`src/rtl/tdm_pkg.sv`:
```
// tdm_pkg: shared constants and state type for the four-channel TDM transmitter.
package tdm_pkg;
  localparam int N_CH = 4;
  localparam int ADDR_W = 2;
  typedef enum logic {IDLE, RUN} tdm_state_t;
endpackage

```
`src/rtl/slot_timer.sv`:
```
// slot_timer: per-slot dwell counter, pulses slot_end in the last dwell cycle of every slot.
module slot_timer
  import tdm_pkg::*;
#(
  parameter int SLOT_CYCLES = 4
) (
  input  logic clk,
  input  logic rst,
  input  logic clr,
  input  logic run,
  output logic slot_end
);
  localparam logic [7:0] LAST = 8'(SLOT_CYCLES - 1);
  logic [7:0] dwell;
  assign slot_end = run && dwell == LAST;
  always_ff @(posedge clk) begin
    if (rst || clr) dwell <= 8'd0;
    else if (run) dwell <= slot_end ? 8'd0 : dwell + 8'd1;
  end
endmodule

```
`src/rtl/tdm_mux4.sv`:
```
// tdm_mux4: snapshots four channel bits per frame and sends them serially with slot address.
module tdm_mux4
  import tdm_pkg::*;
#(
  parameter int SLOT_CYCLES = 4
) (
  input  logic              clk,
  input  logic              rst,
  input  logic              en,
  input  logic [N_CH-1:0]   ch_in,
  output logic              dout,
  output logic [ADDR_W-1:0] addr,
  output logic              valid,
  output logic              frame_start
);
  tdm_state_t state, state_d;
  logic [ADDR_W-1:0] slot;
  logic [N_CH-1:0] snap;
  logic slot_end, frame_end, capture, first;
  slot_timer #(.SLOT_CYCLES(SLOT_CYCLES)) u_timer (
    .clk,
    .rst,
    .clr(state == IDLE),
    .run(state == RUN),
    .slot_end
  );
  assign frame_end = slot_end && slot == ADDR_W'(N_CH - 1);
  // A new snapshot is taken either when leaving IDLE or back-to-back at a frame boundary.
  always_comb begin
    capture = en && (state == IDLE || frame_end);
    state_d = capture ? RUN : (frame_end ? IDLE : state);
  end
  always_ff @(posedge clk) begin
    if (rst) begin
      state <= IDLE;
      slot  <= '0;
      snap  <= '0;
      first <= 1'b0;
    end else begin
      state <= state_d;
      first <= capture;
      if (capture) snap <= ch_in;
      if (slot_end) slot <= slot + 1'b1;
    end
  end
  assign valid = state == RUN;
  assign addr = slot;
  assign dout = valid & snap[slot];
  assign frame_start = first;
endmodule

```
`config.mk`:
```
export PLATFORM = sky130hd
export DESIGN_NAME = tdm_mux4
export DESIGN_NICKNAME = d
export VERILOG_FILES = /design/src/rtl/tdm_pkg.sv /design/src/rtl/slot_timer.sv /design/src/rtl/tdm_mux4.sv
export SDC_FILE = /design/constraint.sdc
export NUM_CORES = 1
export LEC_CHECK = 0
export ABC_AREA = 0
export CORE_UTILIZATION = 45
export DETAILED_ROUTE_END_ITERATION = 8
export PLACE_DENSITY = 0.68
export SYNTH_ARGS = -nofsm -noshare
export SYNTH_HDL_FRONTEND = slang
export SYNTH_SLANG_ARGS = --single-unit
```
`constraint.sdc`:
```
create_clock -name clk -period 1.83 [get_ports clk]
set_input_delay 0.549 -clock clk [delete_from_list [all_inputs] [get_ports clk]]
set_output_delay 0.549 -clock clk [all_outputs]
set_load 0.01 [all_outputs]
```
## Yosys cells after proc, flatten, opt, wreduce, memory -nomap -nowiden

Cells that the tools add are included.

| word-level totals | value |
|---|---|
| input bits | 7 |
| register bits | 16 |
| output and inout port bits | 5 |

| operators by class | value |
|---|---|
| mux-type cells | 5 |
| eq/ne operators | 2 |
| reduce and logical (&&, ||, !) cells | 6 |
| bitwise logic cells | 2 |
| add/sub/neg operators | 2 |
| order comparisons | 1 |

Operators with widths:

| cell | count |
|---|---|
| 8-bit by 1-bit adder with 8-bit output, second input constant | 1 |
| 8-bit by 2-bit equality test with 1-bit output, second input constant | 1 |
| 8-bit two-way mux | 1 |
| 1-bit logical AND | 3 |
| 2-bit by 3-bit less-than comparator with 1-bit output, second input constant | 1 |
| 1-bit two-way mux | 3 |
| 2-bit by 1-bit adder with 2-bit output, second input constant | 1 |
| 1-bit binary-select mux with 2-bit select | 1 |
| 2-bit equality test, second input constant | 1 |
| 1-bit logical OR | 2 |
| 2-bit nonzero test | 1 |
| 1-bit bitwise AND | 1 |
| 1-bit NOT | 1 |

## Depth between registers and ports, before layout

| logic depth | value |
|---|---|
| word-level depth | 6 |
| depth in mapped cells | 5 |
| depth with buffers taken out | 4 |

## Modules after synthesis

Synthesis repeated with hierarchy kept, for this count alone.

| unflattened totals | value |
|---|---|
| cell total of the unflattened synthesis | 78 |
| area total of the unflattened synthesis | 760.7 um2 |

Modules (own cells, without submodules):

| module | sequential area each (um2) | instances | area each (um2) | cells each |
|---|---|---|---|---|
| slot_timer | 160.2 | 1 | 399.1 | 43 |
| tdm_mux4 | 160.2 | 1 | 361.6 | 35 |

## Least setup slack after synthesis

Ideal clock, no wire load.

| timing path | value |
|---|---|
| path type | register to register |
| from | register u_timer.dwell[0] |
| to | register snap[0] |
| period minus slack after synthesis | 1.677 ns |
| cell stages (with the launch flop) | 5 |
| setup slack | 0.153 ns |
| arrival time | 1.540 ns |
| required time | 1.693 ns |
| library setup time | 0.137 ns |
| cells stage by stage | dfxtp_1 ha_1 nor4b_1 and2_2 o221ai_1 |

| between the ends | value |
|---|---|
| longest elaborated chain between the ends | 5 |

RTL lines:

| what | line | source |
|---|---|---|
| from (decl) | slot_timer.sv:14 | `logic [7:0] dwell;` |
| from (signal assigned) | slot_timer.sv:18 | `else if (run) dwell <= slot_end ? 8'd0 : dwell + 8'd1;` |
| 8-bit by 2-bit equality test with 1-bit output | slot_timer.sv:15 | `assign slot_end = run && dwell == LAST;` |
| 1-bit logical AND | slot_timer.sv:15 |  |
| 1-bit logical AND | tdm_mux4.sv:27 | `assign frame_end = slot_end && slot == ADDR_W'(N_CH - 1);` |
| 1-bit logical OR | tdm_mux4.sv:30 | `capture = en && (state == IDLE \|\| frame_end);` |
| 1-bit logical AND | tdm_mux4.sv:30 |  |
| to (signal assigned) | tdm_mux4.sv:42 | `if (capture) snap <= ch_in;` |
| to (decl) | tdm_mux4.sv:18 | `logic [N_CH-1:0] snap;` |

No other way between the ends.
A chain may end at the register's enable or synchronous reset.

## Worst setup path after layout

| timing path | value |
|---|---|
| from | register slot[0] (netlist: addr[0]) |
| to | output port dout |

| between the ends | value |
|---|---|
| longest elaborated chain between the ends | 3 |

RTL lines:

| what | line | source |
|---|---|---|
| from (decl) | tdm_mux4.sv:17 | `logic [ADDR_W-1:0] slot;` |
| from (signal assigned) | tdm_mux4.sv:43 | `if (slot_end) slot <= slot + 1'b1;` |
| 1-bit binary-select mux with 2-bit select | tdm_mux4.sv:48 | `assign dout = valid & snap[slot];` |
| 1-bit two-way mux (not written as such) | tdm_mux4.sv:48 |  |
| 1-bit bitwise AND | tdm_mux4.sv:48 |  |
| to (decl) | tdm_mux4.sv:11 | `output logic dout,` |

No other way between the ends. The select of a mux whose other input is x is not followed.

==> run metrics <==
Ports 12; final std cells w/o fill roughly 130; post-place instance area between 1000 and 1500 um2; critical path's top delay family multiplexers; Avg Cell Area, Syn 9.03 um2; CTS H-tree lvls 1; slew margin rel. 0.659; die area between 1500 and 2000 um2; Synth Cell Area ~790 um2; Die Y 44.0 um; VDD IR-drop max about 0.00053 V; PortBufs 11; Worst Path Arrival around 1.4 ns; Slowest Stage Delay on Critical Path approximately 0.48 ns; commonest non-fill, non-tap cell in the layout buf_4; post-synthesis cell type count 30; CTS tree yes; antenna-violating nets left 0; drt initial violations 27; R2R setup slack 0.16 ns; beginning of the worst hold path u_timer.dwell[5]$_SDFFE_PP0P_; Starting Density 0.504; placed cells about 130; GRT Util Overall 0.217; sequential cell area fraction in the yosys report 0.403; DRC violations left 2; GRT Residual Overflow 0; first-pass GRT wire length approximately 3100 um; Detail Placement HPWL 1480 um; core area 1580 um2; Slew Viols, Final 0; uppermost routed layer met3; Pleak 0.000418 uW; Max Freq between 500 and 600 MHz; final wirelength between 1500 and 2000 um; vias post-DR 766; failing checks DRC, setup timing; reg2reg start u_timer.dwell[1]$_SDFFE_PP0P_; Fin. Hold Viols 0; antenna violations before repair 0; Reg2Reg Depth 4; Fin Hold WS between 0.5 and 0.6 ns; die width about 44 um; CP Launch Type flop; fin crit share 1.05; final setup fails 1; Hold Path Depth 2; Hold Crit Class reg -> reg; Max clock buf depth 2; Worst EP required 1.28 ns; status finished, violations left; Least-Margin Pin Slew between 0.5 and 0.6 ns; commonest non-fill, non-tap cells in the layout buf_4 (16), dfxtp_1 (14), clkdlybuf4s50_1 (8), nor2b_1 (6); FP Rows 14; Critical-path top delay cell mux4_2; setup ws final -0.0959 ns; Root Buffer clkbuf_4; total CTS buffers 3; CP Class reg -> out; hold buffer count at cts 0; Setup crit end kind output pin; clock slew at reported path FFs ~0.090 ns; number of diodes 0; Tmin final approximately 1.9 ns; Syn-to-layout area delta 34.0%; unrepaired setup endpoints after global routing yes; Sinks on Clock Net 16; pin count of the biggest net entering global routing 10; cell count after synthesis 88; share of layout cells above drive strength 1 0.233; design area between 1000 and 1500 um2; nets 126; met2 routed WL just over 800 um; yosys warns 0; routed vias/inst 5.80; FF-to-FF End addr[0]$_SDFFE_PP0N_; TritonRoute pass-1 iters 9; CP Max Fanout 2; metal1 wirelength a little over 900 um; GP Congestion between 0.8 and 0.9; met3 wire length about 99 um; skew final approximately 0.0016 ns; max-cap check violation count 0; Power Density between 600 and 700 nW/um2; postcts setup bufs 0; Routed wire per std cell 14.0 um; Clock Latency Late Sink about 0.28 ns; syn_nets 97; buffers and inverters on the worst path 1; WHS Endpoint u_timer.dwell[5]$_SDFFE_PP0P_; CP cell instances mux4_2, and2_1, buf_2; Seq cells post-synth 16; vias in the first global route roughly 700
==> where the power goes <==
part | switching, uW | internal (uW)
registers | 6.08 | 359
clock network | 112 | 121
logic | 35.8 | 48.6
==> metal layers <==
metal / vias to the layer above / GRT usage
li1: 389 / -
met4: 0 / 0.0364
met5: - / 0
met3: 0 / 0.0612
met1: 351 / 0.324
met2: 26 / 0.318
==> state kept, by name (all words and copies together) (netlist names) <==
signal,count
addr,2
frame_start,1
snap,4
u_timer.dwell,8
valid,1
==> cell families (layout without fill, tap and decap cells) <==
kind of cell               count (synthesis)  in the layout  synth area share
and+or+nand+nor                           37             37             0.288
AOI/OAI and AO/OA                         21             21             0.178
DFF                                       16             16             0.403
buffers and inverters                      8             36            0.0378
xor gates and xnor gates                   3              3            0.0331
adders and majority gates                  2              2            0.0315
muxes                                      1              1            0.0283
==> per-stage QoR <==
| stage | total power, uW | worst slack (ns) | utilization | setup TNS, ns |
|---|---|---|---|---|
| floorplan | 408 | 0.153 | - | 0 |
| global placement | 455 | -0.152 | 0.656 | -0.152 |
| CTS | 693 | -0.105 | 0.675 | -0.105 |
| finish | 682 | -0.0959 | 0.675 | -0.0959 |
| global route | 711 | -0.134 | 0.675 | -0.134 |
| detailed placement | 458 | -0.160 | 0.656 | -0.160 |
==> Yosys cell counts <==
cell      number  area, um2
dfxtp_1       16        320
nand2b_1       2       12.5
nor2_1         4       15.0
nor4b_1        1       8.76
o21ai_0        3       15.0
xor2_1         2       17.5
nor4b_2        1       15.0
o221ai_1       4       35.0
o41ai_1        2       17.5
or3_1          3       18.8
nand2_1        5       18.8
clkbuf_1       2       7.51
xnor2_1        1       8.76
o31ai_1        1       7.51
mux4_2         1       22.5
a21o_1         1       7.51
a21oi_1        5       25.0
inv_1          5       18.8
and2_1         3       18.8
a31oi_1        4       25.0
nand3_1        3       15.0
ha_1           2       25.0
and2_2         1       7.51
buf_1          1       3.75
or4_1          1       7.51
nand4_1        5       31.3
or4bb_1        1       11.3
or4_4          1       11.3
nor2b_1        6       37.5
o311ai_0       1       8.76
==> what timing repair did <==
| item | 4_1_cts | 5_1_grt |
|---|---|---|
| gates resized for setup | 8 | 0 |
| gates cloned | 0 | 0 |
| pin swaps | 1 | 0 |
| endpoints found under the setup margin | 3 | 1 |
==> cell type report <==
class | count | area (um2)
clock buffers | 4 | 36.3
inverters | 5 | 18.8
flip-flops and latches | 16 | 323
multi-input cells | 64 | 444
repair buffers | 27 | 223
fillers | 139 | 512
well taps | 16 | 20.0
==> worst register-to-register path: cells and delay by family, from the launching register on <==
family                     cells  cell delay (ns)
DFF                            1             0.39
adders and majority gates      1             0.19
and+or+nand+nor                2             0.87
AOI/OAI and AO/OA              1             0.14
==> worst max path at each step <==
stage / cells past startpoint / slack [ns] / end / from
after global routing: 3 / -0.13 / dout / addr[0]$_SDFFE_PP0N_
after floorplan: 4 / 0.15 / snap[0]$_SDFFE_PP0P_ / u_timer.dwell[0]$_SDFFE_PP0P_
final: 3 / -0.1 / dout / addr[0]$_SDFFE_PP0N_
after detailed placement: 3 / -0.16 / dout / addr[0]$_SDFFE_PP0N_
after CTS: 3 / -0.11 / dout / addr[0]$_SDFFE_PP0N_
after global placement: 3 / -0.15 / dout / addr[0]$_SDFFE_PP0N_
Power figures use the tool's default switching activity.
